$ cat src/rtl/sha_pkg.sv
// Shared definitions for the SHA-2 round-state block: FSM encoding, word
// positions inside the a..h bank, and the standard initial hash values.
package sha_pkg;

    typedef enum logic [1:0] {
        ST_IDLE  = 2'd0,
        ST_ROUND = 2'd1,
        ST_FINAL = 2'd2
    } sha_state_t;

    localparam int NUM_WORDS = 8;

    // Position of each working word; word 0 (a) sits in the most significant slot.
    localparam int WORD_A = 0;
    localparam int WORD_B = 1;
    localparam int WORD_C = 2;
    localparam int WORD_D = 3;
    localparam int WORD_E = 4;
    localparam int WORD_F = 5;
    localparam int WORD_G = 6;
    localparam int WORD_H = 7;

    localparam logic [255:0] SHA256_IV = {
        32'h6a09e667, 32'hbb67ae85, 32'h3c6ef372, 32'ha54ff53a,
        32'h510e527f, 32'h9b05688c, 32'h1f83d9ab, 32'h5be0cd19
    };

    localparam logic [511:0] SHA512_IV = {
        64'h6a09e667f3bcc908, 64'hbb67ae8584caa73b, 64'h3c6ef372fe94f82b, 64'ha54ff53a5f1d36f1,
        64'h510e527fade682d1, 64'h9b05688c2b3e6c1f, 64'h1f83d9abfb41bd6b, 64'h5be0cd19137e2179
    };

endpackage

$ cat src/rtl/sha_feedforward_add.sv
// Combinational feed-forward: eight independent modular adds of the saved
// hash and the final working words.
module sha_feedforward_add
    import sha_pkg::*;
#(
    parameter int WORD_W = 32
) (
    input  logic [NUM_WORDS*WORD_W-1:0] hsave,
    input  logic [NUM_WORDS*WORD_W-1:0] work,
    output logic [NUM_WORDS*WORD_W-1:0] digest
);

    generate
        for (genvar gi = 0; gi < NUM_WORDS; gi++) begin : g_add
            assign digest[gi*WORD_W +: WORD_W] = hsave[gi*WORD_W +: WORD_W] + work[gi*WORD_W +: WORD_W];
        end
    endgenerate

endmodule

$ cat src/rtl/sha_round_state.sv
// SHA-2 working-variable bank: loads a..h from the intermediate hash, applies
// one externally computed round per cycle, then registers the feed-forward sum.
module sha_round_state
    import sha_pkg::*;
#(
    parameter  int WORD_W = 32,
    parameter  int ROUNDS = 64,
    localparam int CNT_W  = $clog2(ROUNDS)
) (
    input  logic                        clk,
    input  logic                        rst_n,
    input  logic                        start,
    input  logic                        abort,
    input  logic [NUM_WORDS*WORD_W-1:0] h_in,
    input  logic [WORD_W-1:0]           t1,
    input  logic [WORD_W-1:0]           t2,
    output logic [NUM_WORDS*WORD_W-1:0] state_out,
    output logic [CNT_W-1:0]            round_idx,
    output logic                        busy,
    output logic                        done,
    output logic [NUM_WORDS*WORD_W-1:0] digest_out
);

    localparam int               VEC_W    = NUM_WORDS * WORD_W;
    localparam logic [CNT_W-1:0] LAST_IDX = CNT_W'(ROUNDS - 1);

    sha_state_t        state_reg, state_next;
    logic [VEC_W-1:0]  work_reg, work_next;
    logic [VEC_W-1:0]  hsave_reg;
    logic [VEC_W-1:0]  digest_reg, digest_sum;
    logic [CNT_W-1:0]  round_idx_reg;
    logic              done_reg;
    logic              load_en, round_en, final_en, clear_idx, last_round;

    function automatic logic [WORD_W-1:0] wsel(input logic [VEC_W-1:0] v, input int idx);
        return v[(NUM_WORDS-1-idx)*WORD_W +: WORD_W];
    endfunction

    assign last_round = (round_idx_reg == LAST_IDX);

    // New a and e take the T1/T2 sums; every other word shifts down one place.
    assign work_next = {t1 + t2,
                        wsel(work_reg, WORD_A), wsel(work_reg, WORD_B), wsel(work_reg, WORD_C),
                        wsel(work_reg, WORD_D) + t1,
                        wsel(work_reg, WORD_E), wsel(work_reg, WORD_F), wsel(work_reg, WORD_G)};

    sha_feedforward_add #(.WORD_W(WORD_W)) u_ff (
        .hsave  (hsave_reg),
        .work   (work_reg),
        .digest (digest_sum)
    );

    always_ff @(posedge clk or negedge rst_n) begin
        if (!rst_n) begin
            state_reg <= ST_IDLE;
        end else begin
            state_reg <= state_next;
        end
    end

    always_comb begin
        state_next = state_reg;
        unique case (state_reg)
            ST_IDLE:  if (start && !abort) state_next = ST_ROUND;
            ST_ROUND: begin
                if (abort)           state_next = ST_IDLE;
                else if (last_round) state_next = ST_FINAL;
            end
            ST_FINAL: state_next = ST_IDLE;
            default:  state_next = ST_IDLE;
        endcase
    end

    // abort outranks everything once a block is in flight
    always_comb begin
        load_en   = (state_reg == ST_IDLE) && start && !abort;
        round_en  = (state_reg == ST_ROUND) && !abort;
        final_en  = (state_reg == ST_FINAL) && !abort;
        clear_idx = (state_reg != ST_IDLE) && abort;
    end

    always_ff @(posedge clk or negedge rst_n) begin
        if (!rst_n) begin
            work_reg      <= '0;
            hsave_reg     <= '0;
            digest_reg    <= '0;
            round_idx_reg <= '0;
            done_reg      <= 1'b0;
        end else begin
            done_reg <= final_en;
            if (load_en) begin
                work_reg      <= h_in;
                hsave_reg     <= h_in;
                round_idx_reg <= '0;
            end else if (round_en) begin
                work_reg      <= work_next;
                round_idx_reg <= last_round ? '0 : round_idx_reg + CNT_W'(1);
            end else if (clear_idx) begin
                round_idx_reg <= '0;
            end
            if (final_en) begin
                digest_reg <= digest_sum;
            end
        end
    end

    assign state_out  = work_reg;
    assign round_idx  = round_idx_reg;
    assign busy       = (state_reg != ST_IDLE);
    assign done       = done_reg;
    assign digest_out = digest_reg;

endmodule

$ cat config.mk
export PLATFORM = sky130hd
export DESIGN_NAME = sha_round_state
export DESIGN_NICKNAME = d
export VERILOG_FILES = /design/src/rtl/sha_pkg.sv /design/src/rtl/sha_feedforward_add.sv /design/src/rtl/sha_round_state.sv
export SDC_FILE = /design/constraint.sdc
export NUM_CORES = 2
export LEC_CHECK = 0
export CAP_MARGIN = 20
export CORE_AREA = 2 2 329 331
export CTS_CLUSTER_DIAMETER = 30
export DETAILED_ROUTE_END_ITERATION = 6
export DIE_AREA = 0 0 331 333
export PLACE_DENSITY = 0.78
export SYNTH_ARGS = -nofsm -noshare
export SYNTH_HDL_FRONTEND = slang
export SYNTH_HIERARCHICAL = 1
export SYNTH_SLANG_ARGS = --single-unit
$ cat constraint.sdc
create_clock -name clk -period 2.95 [get_ports clk]
set_input_delay 0.885 -clock clk [delete_from_list [all_inputs] [get_ports clk]]
set_output_delay 0.885 -clock clk [all_outputs]
set_load 0.02 [all_outputs]
==> metrics.txt <==
Max clock buf depth 3; initial antenna violation count 33; worst slew pin tran slightly above 900 ps; CTS Sinks 777; Port Buffer Count 843; RSZ-0062 raised after global routing yes; simple-gate share of the synthesized area a little over an eighth; Clk pwr share 32.8%; Detail Route Antenna Nets 0; WL/cell approximately 26 um; Period minus WS final 3230 ps; ys flop type dfrtp_1; Core ar. 107000 um^2; Hold Crit Class primary input to async pin; Setup crit end kind flip-flop; Worst Path Arrival 3870 ps; metal3 WL 16.5 mm; Clock Skew 49.1 ps; Max-Cap Viols 0; gpl congestion 1.02; Async S/R FF share, synth 100%; sequential-to-total area share from yosys stat between 40% and 50%; Area growth, synth to finish 53.2%; top cell type's share of synthesized area 43.1%; share of cells above drive strength 1 25.3%; total negative slack -2460 ps; area share of fa/ha/maj cells after synthesis 9.06%; Netlist cell types 97; most common cell after layout, fill and taps aside nand2_1; FF+latch count, synth approximately 780; GRT overflow 0; Syn Nets 5305; Post-synth EDFFs 0; most frequent cells in the layout nand2_1, clkdlybuf4s50_1, dfrtp_1; register area approximately 20000 um^2; largest family of logic cells by synthesized area compound AO/OA/AOI/OAI gates; Hold Buf Count CTS 0; Avg Inst Size Synth 9.69 um^2; vias per inst 5.72; max incr delay on CP around 470 ps; DR pass1 iterations 6; Hold Vio Cnt, Final 0; crit path buf inv count 0; Metal-1 WL around 74 mm; drt drc 0; WS Path Type flip-flop to flip-flop; CP Launch Type flip-flop; vias in the first global route 45500; final worst-path cycle share 109%; cells along the critical path ha_4 -> fa_2 -> a211oi_2 -> o21bai_2 -> or4_4 -> a41o_1 -> a21oi_2 -> o211ai_1 -> a21boi_2 -> o21ai_2 -> xor2_1 -> mux2_4; Clock transition at path regs about 50 ps; I/O pin count around 840; XOR/XNOR Fraction of Synth Area 5.55%; ranking of synthesized cells by area dfrtp_1, ha_1, nand2_1; Yosys top cell by area dfrtp_1; sw power 0.0244 W; CTS H-tree depth 4; Max Clk Rate 0.310 GHz; uppermost layer routed met5; Worst slew margin 37.8%; peak supply drop 0.558 mV; Slew Viols, Final 0; Leak 33.5 nW; Worst-Skew Late Latency between 700 and 800 ps; multi-input logic area 26200 um^2; Synth Area in Compound Gates 16.0%; violated checks setup timing; Iteration-0 DRC Markers 4075; Die Ht 333 um; Die Wd ~330 um; CTS buffer count between 150 and 200; final setup vio count 26; row count 120; fillers 8078; Worst Setup Slack, final -280 ps; sw frac 38.4%; CTS root buf clkbuf_16; Tot GR Track Use 35.4%; Post-Syn Instances 4660; Flop pwr share 22.0%; Critical Path RT 3590 ps; mux contribution to synthesized area 10.9%; Logic pwr share roughly 45%; TritonCTS clock tree built; CP max stage cell or4_4; die area 110000 um^2; Met2 Wirelength 91.9 mm; Int Power 0.0393 W; CP Max Fanout 3; total number of vias 45000; detailed placement HPWL 155 mm; status finished, violations left; largest net degree at the start of global routing between 90 and 100; Synth Cell Area 45200 um^2; YS warnings 6; family with the most delay on the worst path compound AO/OA/AOI/OAI gates; initial core utilization 42.4%; power per cell area 921 nW/um^2; first-pass GRT wire length around 290 mm; WL final 201 mm; nets around 6900; Place WS -868 ps
final timing paths:
check | start | end | slack, ps | cells past startpoint
min | rst_n | digest_out[86] | 60 | 1
max reg2reg | state_out[96] | digest_out[116] | -280 | 12
min reg2reg | hsave_reg[98] | hsave_reg[98] | 480 | 2
max in group asynchronous | rst_n | digest_out[161] | 1940 | 3
min in group clk | hsave_reg[98] | hsave_reg[98] | 480 | 2
max | state_out[96] | digest_out[116] | -280 | 12
synthesized netlist by cell type (all sizes together) (21+ instances only):
cell type,n
o21a,21
mux2i,202
and3,28
o21bai,37
a31oi,47
buf,21
mux2,256
nor2,139
xnor2,176
xor2,110
nand2b,23
inv,62
a21oi,300
clkbuf,172
dfrtp,777
a21o,174
o21ai,361
ha,311
a211oi,30
nand4,37
nand3,77
nor3,31
nand2,987
o211ai,52
repair_timing:
item	4_1_cts	5_1_grt
setup buffers	33	31
pin swaps	90	120
gates resized for setup	151	161
endpoints found under the setup margin	99	96
stage by stage:
stage	std cells	power, W	hold slack, ps	utilization [%]	instance area, um^2
floorplan	4660	0.0276	452	-	45300
global placement	7458	0.0399	464	57.1	60900
detailed placement	7458	0.0403	469	57.1	60900
CTS	7819	0.0622	21.6	63.9	68100
global route	7860	0.0663	59.6	64.9	69200
finish	7867	0.0637	55.4	64.9	69200
worst reg2reg max path, stage by stage (launching register included):
cell and delay, ps:
dfrtp_2 420, ha_4 170, fa_2 410, a211oi_2 240, o21bai_2 110, or4_4 470, a41o_1 240, a21oi_2 190
o211ai_1 140, a21boi_2 190, o21ai_2 70, xor2_1 180, mux2_4 270
per-layer routing:
layer  vias up  GRT usage, %
met5         -             0
met4        14          28.7
met2      2397          55.4
met3       663          8.28
li1      19900             -
met1     22000          41.2
final cells by class:
type | instances | share of cell area (%)
flip-flops and latches | 777 | 28.1
multi-input cells | 3628 | 37.9
inverters | 62 | 0.336
clock inverters | 111 | 2.29
repair buffers | 1646 | 21.8
diodes | 23 | 0.0832
clock buffers | 217 | 6.93
well taps | 1403 | 2.54
logic make-up after synthesis:
kind of cell,Yosys count
simple gates,1418
compound gates,1145
flops,777
mux,458
fa+ha+maj,321
xor+xnor,286
buf+inv,255
power groups by stage:
stage	sequential, W	clock, W	combinational (W)
3_3_place_gp	0.0140	0	0.0259
3_5_place_dp	0.0140	0	0.0262
6_report	0.0140	0.0209	0.0288
4_1_cts	0.0140	0.0210	0.0273
5_1_grt	0.0142	0.0216	0.0305
2_1_floorplan	0.0151	0	0.0125
(Power assumes the default switching activity.)
